[config.mk]
export PLATFORM = sky130hd
export DESIGN_NAME = idiv_iter
export DESIGN_NICKNAME = d
export VERILOG_FILES = /design/src/rtl/idiv_iter.sv
export SDC_FILE = /design/constraint.sdc
export NUM_CORES = 2
export LEC_CHECK = 0
export CORE_MARGIN = 4
export CORE_UTILIZATION = 33
export CTS_CLUSTER_DIAMETER = 150
export DETAILED_ROUTE_END_ITERATION = 12
export DONT_BUFFER_PORTS = 1
export HOLD_SLACK_MARGIN = 0.1
export PLACE_DENSITY = 0.51
export SYNTH_ARGS = -nofsm -noshare
export SYNTH_HDL_FRONTEND = slang
export SYNTH_SLANG_ARGS = --single-unit
[constraint.sdc]
create_clock -name clk -period 6.2 [get_ports clk]
set_input_delay 1.24 -clock clk [delete_from_list [all_inputs] [get_ports clk]]
set_output_delay 1.24 -clock clk [all_outputs]
set_load 0.01 [all_outputs]
[src/rtl/idiv_iter.sv]
`timescale 1ns/1ps
// idiv_iter: iterative radix-2 restoring integer divider.
// Signed/unsigned, 32- or 64-bit, quotient or remainder, with a flag word
// laid out like the pipelined multiplier's. One restoring step per cycle.
module idiv_iter #(
  parameter int W = 64
) (
  input  logic         clk,
  input  logic         rst,
  input  logic         clkEn,
  input  logic         en,
  input  logic [2:0]   op,
  input  logic [W:0]   R,
  input  logic [W:0]   C,
  output logic         busy,
  output logic         rdy,
  output logic [W:0]   Res,
  output logic [5:0]   flg
);

  localparam int H  = W / 2;
  localparam int CW = $clog2(W);

  typedef enum logic [1:0] {IDLE, PREP, ITER, FIX} state_t;

  state_t        state_q;
  logic [2:0]    op_q;
  logic [W-1:0]  dvdRaw_q;
  logic [W-1:0]  dvsRaw_q;
  logic [W-1:0]  quo_q;
  logic [W-1:0]  rem_q;
  logic [W-1:0]  dvs_q;
  logic [CW-1:0] cnt_q;
  logic          qneg_q;
  logic          rneg_q;
  logic          dz_q;
  logic          ovf_q;
  logic          busy_q;
  logic          rdy_q;
  logic [W:0]    res_q;
  logic [5:0]    flg_q;

  logic sig;
  logic remSel;
  logic shrt;

  assign sig    = op_q[2];
  assign remSel = op_q[1];
  assign shrt   = op_q[0];

  // Operand bit W carries nothing for this unit.
  logic unusedBits;
  assign unusedBits = ^{R[W], C[W]};

  // Operand preparation: width extension, magnitudes, and early-out detection.
  logic [W-1:0] extA_d, extB_d, absA_d, absB_d, mostNeg_d, load_d;
  logic         negA_d, negB_d, dz_d, ovf_d;

  always_comb begin
    extA_d    = dvdRaw_q;
    extB_d    = dvsRaw_q;
    mostNeg_d = {1'b1, {(W-1){1'b0}}};
    if (shrt) begin
      extA_d    = {{H{sig & dvdRaw_q[H-1]}}, dvdRaw_q[H-1:0]};
      extB_d    = {{H{sig & dvsRaw_q[H-1]}}, dvsRaw_q[H-1:0]};
      mostNeg_d = {{(H+1){1'b1}}, {(H-1){1'b0}}};
    end
    negA_d = sig & extA_d[W-1];
    negB_d = sig & extB_d[W-1];
    absA_d = negA_d ? -extA_d : extA_d;
    absB_d = negB_d ? -extB_d : extB_d;
    dz_d   = (extB_d == '0);
    ovf_d  = sig & (extA_d == mostNeg_d) & (extB_d == '1);
    // Short mode parks the 32-bit magnitude in the top half so MSB-first
    // shifting needs only 32 steps.
    load_d = shrt ? {absA_d[H-1:0], {H{1'b0}}} : absA_d;
  end

  // One restoring step: shift in the next dividend bit and trial-subtract.
  // The (W+1)-bit difference's top bit is the borrow because the shifted
  // partial remainder is always below twice the divisor.
  logic [W:0]   remShift_d, diff_d;
  logic [W-1:0] remStep_d, quoStep_d;

  always_comb begin
    remShift_d = {rem_q, quo_q[W-1]};
    diff_d     = remShift_d - {1'b0, dvs_q};
    remStep_d  = diff_d[W] ? remShift_d[W-1:0] : diff_d[W-1:0];
    quoStep_d  = {quo_q[W-2:0], ~diff_d[W]};
  end

  // Sign fix-up, result selection, width truncation and flag generation.
  logic [W-1:0] qFix_d, rFix_d, sel_d, resW_d;
  logic [5:0]   flgFix_d;

  always_comb begin
    qFix_d   = qneg_q ? -quo_q : quo_q;
    rFix_d   = rneg_q ? -rem_q : rem_q;
    sel_d    = remSel ? rFix_d : qFix_d;
    resW_d   = shrt ? {{H{1'b0}}, sel_d[H-1:0]} : sel_d;
    flgFix_d = {dz_q, ovf_q, 1'b0,
                shrt ? resW_d[H-1] : resW_d[W-1],
                resW_d == '0,
                ~^resW_d[7:0]};
  end

  // Control FSM and datapath registers; everything freezes while clkEn is low.
  always_ff @(posedge clk) begin
    if (rst) begin
      state_q  <= IDLE;
      op_q     <= '0;
      dvdRaw_q <= '0;
      dvsRaw_q <= '0;
      quo_q    <= '0;
      rem_q    <= '0;
      dvs_q    <= '0;
      cnt_q    <= '0;
      qneg_q   <= 1'b0;
      rneg_q   <= 1'b0;
      dz_q     <= 1'b0;
      ovf_q    <= 1'b0;
      busy_q   <= 1'b0;
      rdy_q    <= 1'b0;
      res_q    <= '0;
      flg_q    <= '0;
    end else if (clkEn) begin
      rdy_q <= 1'b0;
      case (state_q)
        IDLE: begin
          if (en) begin
            op_q     <= op;
            dvdRaw_q <= R[W-1:0];
            dvsRaw_q <= C[W-1:0];
            busy_q   <= 1'b1;
            state_q  <= PREP;
          end
        end
        PREP: begin
          dvs_q  <= absB_d;
          qneg_q <= negA_d ^ negB_d;
          rneg_q <= negA_d;
          dz_q   <= dz_d;
          ovf_q  <= ovf_d;
          cnt_q  <= shrt ? CW'(H-1) : CW'(W-1);
          if (dz_d) begin
            quo_q   <= '1;
            rem_q   <= extA_d;
            qneg_q  <= 1'b0;
            rneg_q  <= 1'b0;
            state_q <= FIX;
          end else if (ovf_d) begin
            quo_q   <= extA_d;
            rem_q   <= '0;
            qneg_q  <= 1'b0;
            rneg_q  <= 1'b0;
            state_q <= FIX;
          end else begin
            quo_q   <= load_d;
            rem_q   <= '0;
            state_q <= ITER;
          end
        end
        ITER: begin
          quo_q <= quoStep_d;
          rem_q <= remStep_d;
          if (cnt_q == '0) begin
            state_q <= FIX;
          end else begin
            cnt_q <= cnt_q - CW'(1);
          end
        end
        FIX: begin
          res_q   <= {1'b0, resW_d};
          flg_q   <= flgFix_d;
          rdy_q   <= 1'b1;
          busy_q  <= 1'b0;
          state_q <= IDLE;
        end
        default: state_q <= IDLE;
      endcase
    end
  end

  // A completed result waiting through a stall is only announced once
  // clkEn is back.
  assign rdy  = rdy_q & clkEn;
  assign busy = busy_q;
  assign Res  = res_q;
  assign flg  = flg_q;

endmodule
==> impl_summary.txt <==
----------------------------------------------------
[Run status]
  Outcome ... finished clean

[STA]
  Final worst path period share ... 81.8%
  Final number of setup-violating endpoints ... 0
  Final Hold Vio Count ... 0
  Min Tclk post-route ... 5070 ps
  Max-slew headroom ... 11.5%
  Setup slack after layout ... 1130 ps
  Final slew viol count ... 0
  Worst slack on hold paths ... 451 ps
  RSZ-0062 raised after global routing ... no
  Aggregate negative setup slack ... 0 ps
  Maximum clock frequency ... 197 MHz
  Slew at the pin with the worst max-slew slack ... 1330 ps
  Setup Skew ... 28.9 ps

[Global routing]
  Global-route usage over all layers ... 25.5%
  Vias in the first global route ... 26951
  Number of antenna violations at the first check in global routing ... 1
  Wire length of the first global-routing pass ... 179 mm
  Total global routing overflow ... 0
  Maximum number of pins on one net before global-route repair ... 341

[Clocking]
  Number of gates resized after cts ... 0
  Latest clock arrival within the worst-skew pair ... 630 ps
  Htree depth ... 2
  Clk slew on worst S/H paths ... 60 ps
  Clock Root Buffer ... clkbuf_16
  CTS Buffer Depth ... 3
  Post-cts hold buffer count ... 0
  CTS tree ... done
  Clock buffers created by TritonCTS ... 49
  CTS sink count ... 406
  Number of buffers added for setup after CTS ... 0

[Setup path]
  Critical setup path kind ... register to register
  Crit path capture type ... register
  Startpoint types ... register
  Cell family with most CP delay ... simple AND/OR/NAND/NOR gates
  Biggest cell delay along the critical path ... 580 ps
  Cell-by-cell listing of the critical path ... inv_1, ha_1, or3b_2, nor4_1, nand4_1, nor2_1, nand3_1, a21oi_2, buf_4, o21ai_0, a2bb2o_1, a31oi_1
  Data arrival time at the worst-slack endpoint ... 5600 ps
  WP data required ... 6730 ps
  Crit path max-delay cell type ... o21ai_0
  Critical path buffer and inverter count ... 2
  Largest driver fanout on the critical path ... 43

[Place]
  Worst Setup Slack post-DPL ... 1220 ps
  Hpwl dp ... 93.5 mm
  Final weighted congestion of routability-driven global placement ... 0.962
  PortBufs ... 0

[Floorplanning]
  Placeable Area ... 85400 um^2
  Horizontal die dimension ... 302 um
  Chip height ... 302 um
  Initial Util ... 33.3%
  Top Ports ... 210
  Die Footprint ... 91000 um^2
  Row cnt ... 107

[Routing]
  DR vias ... 29633
  Initial DRC Count ... 3111
  Antenna Nets Post-Route ... 0
  Number of iterations in the first detailed-routing pass ... 8
  Total detailed-routing wirelength ... 122 mm
  Via count normalized by instance count ... 5.90
  Number of design rule violations left after detail routing ... 0
  Routed length per placed instance ... 24.3 um

[Finish]
  Filler instances ... 9441
  Most common cell after layout, fill and taps aside ... nand2_1
  Number of antenna diodes ... 0
  Ratio of cells with drive above 1 in the final layout ... 5.03%
  Register Area ... 8130 um^2
  Number of nets in the final layout ... 4058
  Area growth from synthesis to layout ... 9.25%
  Most frequent cells in the layout ... 690 x nand2_1, 445 x a21oi_1, 403 x dfxtp_1
  Area occupied by multi-input gates ... 18700 um^2

[Synth]
  Number of synthesis warnings ... 0
  Async S/R FF share, synth ... 0%
  Mean post-synth cell area ... 7.06 um^2
  Total of flip-flops plus latches after synthesis ... 406
  Number of standard cells after synthesis ... 4031
  Top_reg_cell synth ... dfxtp_1
  Number of flops mapped to enable cells by yosys ... 0
  Distinct cells, synth ... 82
  Seq/Total Area, Yosys ... 28.6%
  Cell area after technology mapping ... 28500 um^2

[Job]
  Maxcap violations ... 0

[Worst hold path]
  Hold WC Path Type ... register to register

[Power]
  Standby leakage power ... 11.3 nW
  Peak supply drop ... 226 uV
  Power density normalized to cell area ... 341 nW/um^2

----------------------------------------------------
-- tightest hold or removal path, cell delays in order (launching register included) --
cell     delay [ps]
dfxtp_1         310
nand2_1          50
a21oi_1          50
-- per-stage QoR --
stage          cells  total power (W)  cell area (um^2)  utilization [%]
6_report        5024           0.0106             31100             36.4
5_1_grt         5024           0.0111             31100             36.4
4_1_cts         5024           0.0106             31100             36.4
3_5_place_dp    4934          0.00727             29300             34.3
3_3_place_gp    4934          0.00726             29300             34.3
2_1_floorplan   4032          0.00599             28500                -
-- sequential cells by signal (all words and copies together), names as in the netlist, 2 cells and up --
name      count
dvdRaw_q     64
Res          64
dvsRaw_q     64
flg           5
rem_q        64
quo_q        64
cnt_q         6
op_q          3
dvs_q        64
state_q       2
-- cell type report --
type | count | share of cell area [%]
multi-input combinational | 3189 | 60.3
sequential | 406 | 26.2
tap | 1144 | 4.60
clock buffer | 60 | 4.34
inverter | 134 | 1.62
clock inverter | 30 | 1.54
timing repair buffer | 61 | 1.47
-- per-layer routing --
| layer | wire, um | vias up | track usage [%] |
|---|---|---|---|
| met5 | 0 | - | 0 |
| met4 | 6300 | 0 | 11.5 |
| met3 | 9380 | 210 | 3.87 |
| met2 | 51700 | 1163 | 38.5 |
| met1 | 54600 | 14196 | 35.9 |
| li1 | - | 14064 | - |
-- cells by family after synthesis --
| kind of cell | share of synthesized area, % |
|---|---|
| fa+ha+maj | 3.54 |
| buf+inv | 5.84 |
| flops | 28.6 |
| mux | 1.76 |
| compound gates | 27.7 |
| other cells | 0.0132 |
| xor+xnor | 8.31 |
| simple gates | 24.2 |
-- synthesized netlist by cell type (all sizes together) (60+ instances only) --
cell type	number	area (um^2)
ha	79	988
o21ai	276	1380
a31oi	68	425
a21oi	446	2230
o211ai	61	458
nand2	694	2610
nand3	66	330
xor2	142	1240
nor3	100	500
nor4	60	388
xnor2	128	1120
dfxtp	406	8130
clkbuf	276	1040
inv	132	495
nor2	324	1220
-- path summary, 6_finish.rpt --
kind | from | slack, ps | end | cells past startpoint
setup / recovery | dvsRaw_q[0] | 1130 | rem_q[11] | 12
hold / removal | dvs_q[39] | 450 | dvs_q[39] | 2
setup reg to reg | dvsRaw_q[0] | 1130 | rem_q[11] | 12
hold reg to reg | dvs_q[39] | 450 | dvs_q[39] | 2
-- power breakdown --
| part | internal (W) | switching (W) | total, W | leakage, nW |
|---|---|---|---|---|
| registers | 0.00274 | 0.000289 | 0.00303 | 3.29 |
| logic | 0.00145 | 0.00283 | 0.00428 | 7.12 |
| clock network | 0.00202 | 0.00129 | 0.00331 | 0.894 |
| total | 0.00621 | 0.00441 | 0.0106 | 11.3 |
No activity file was read; power rests on OpenSTA's default activity.
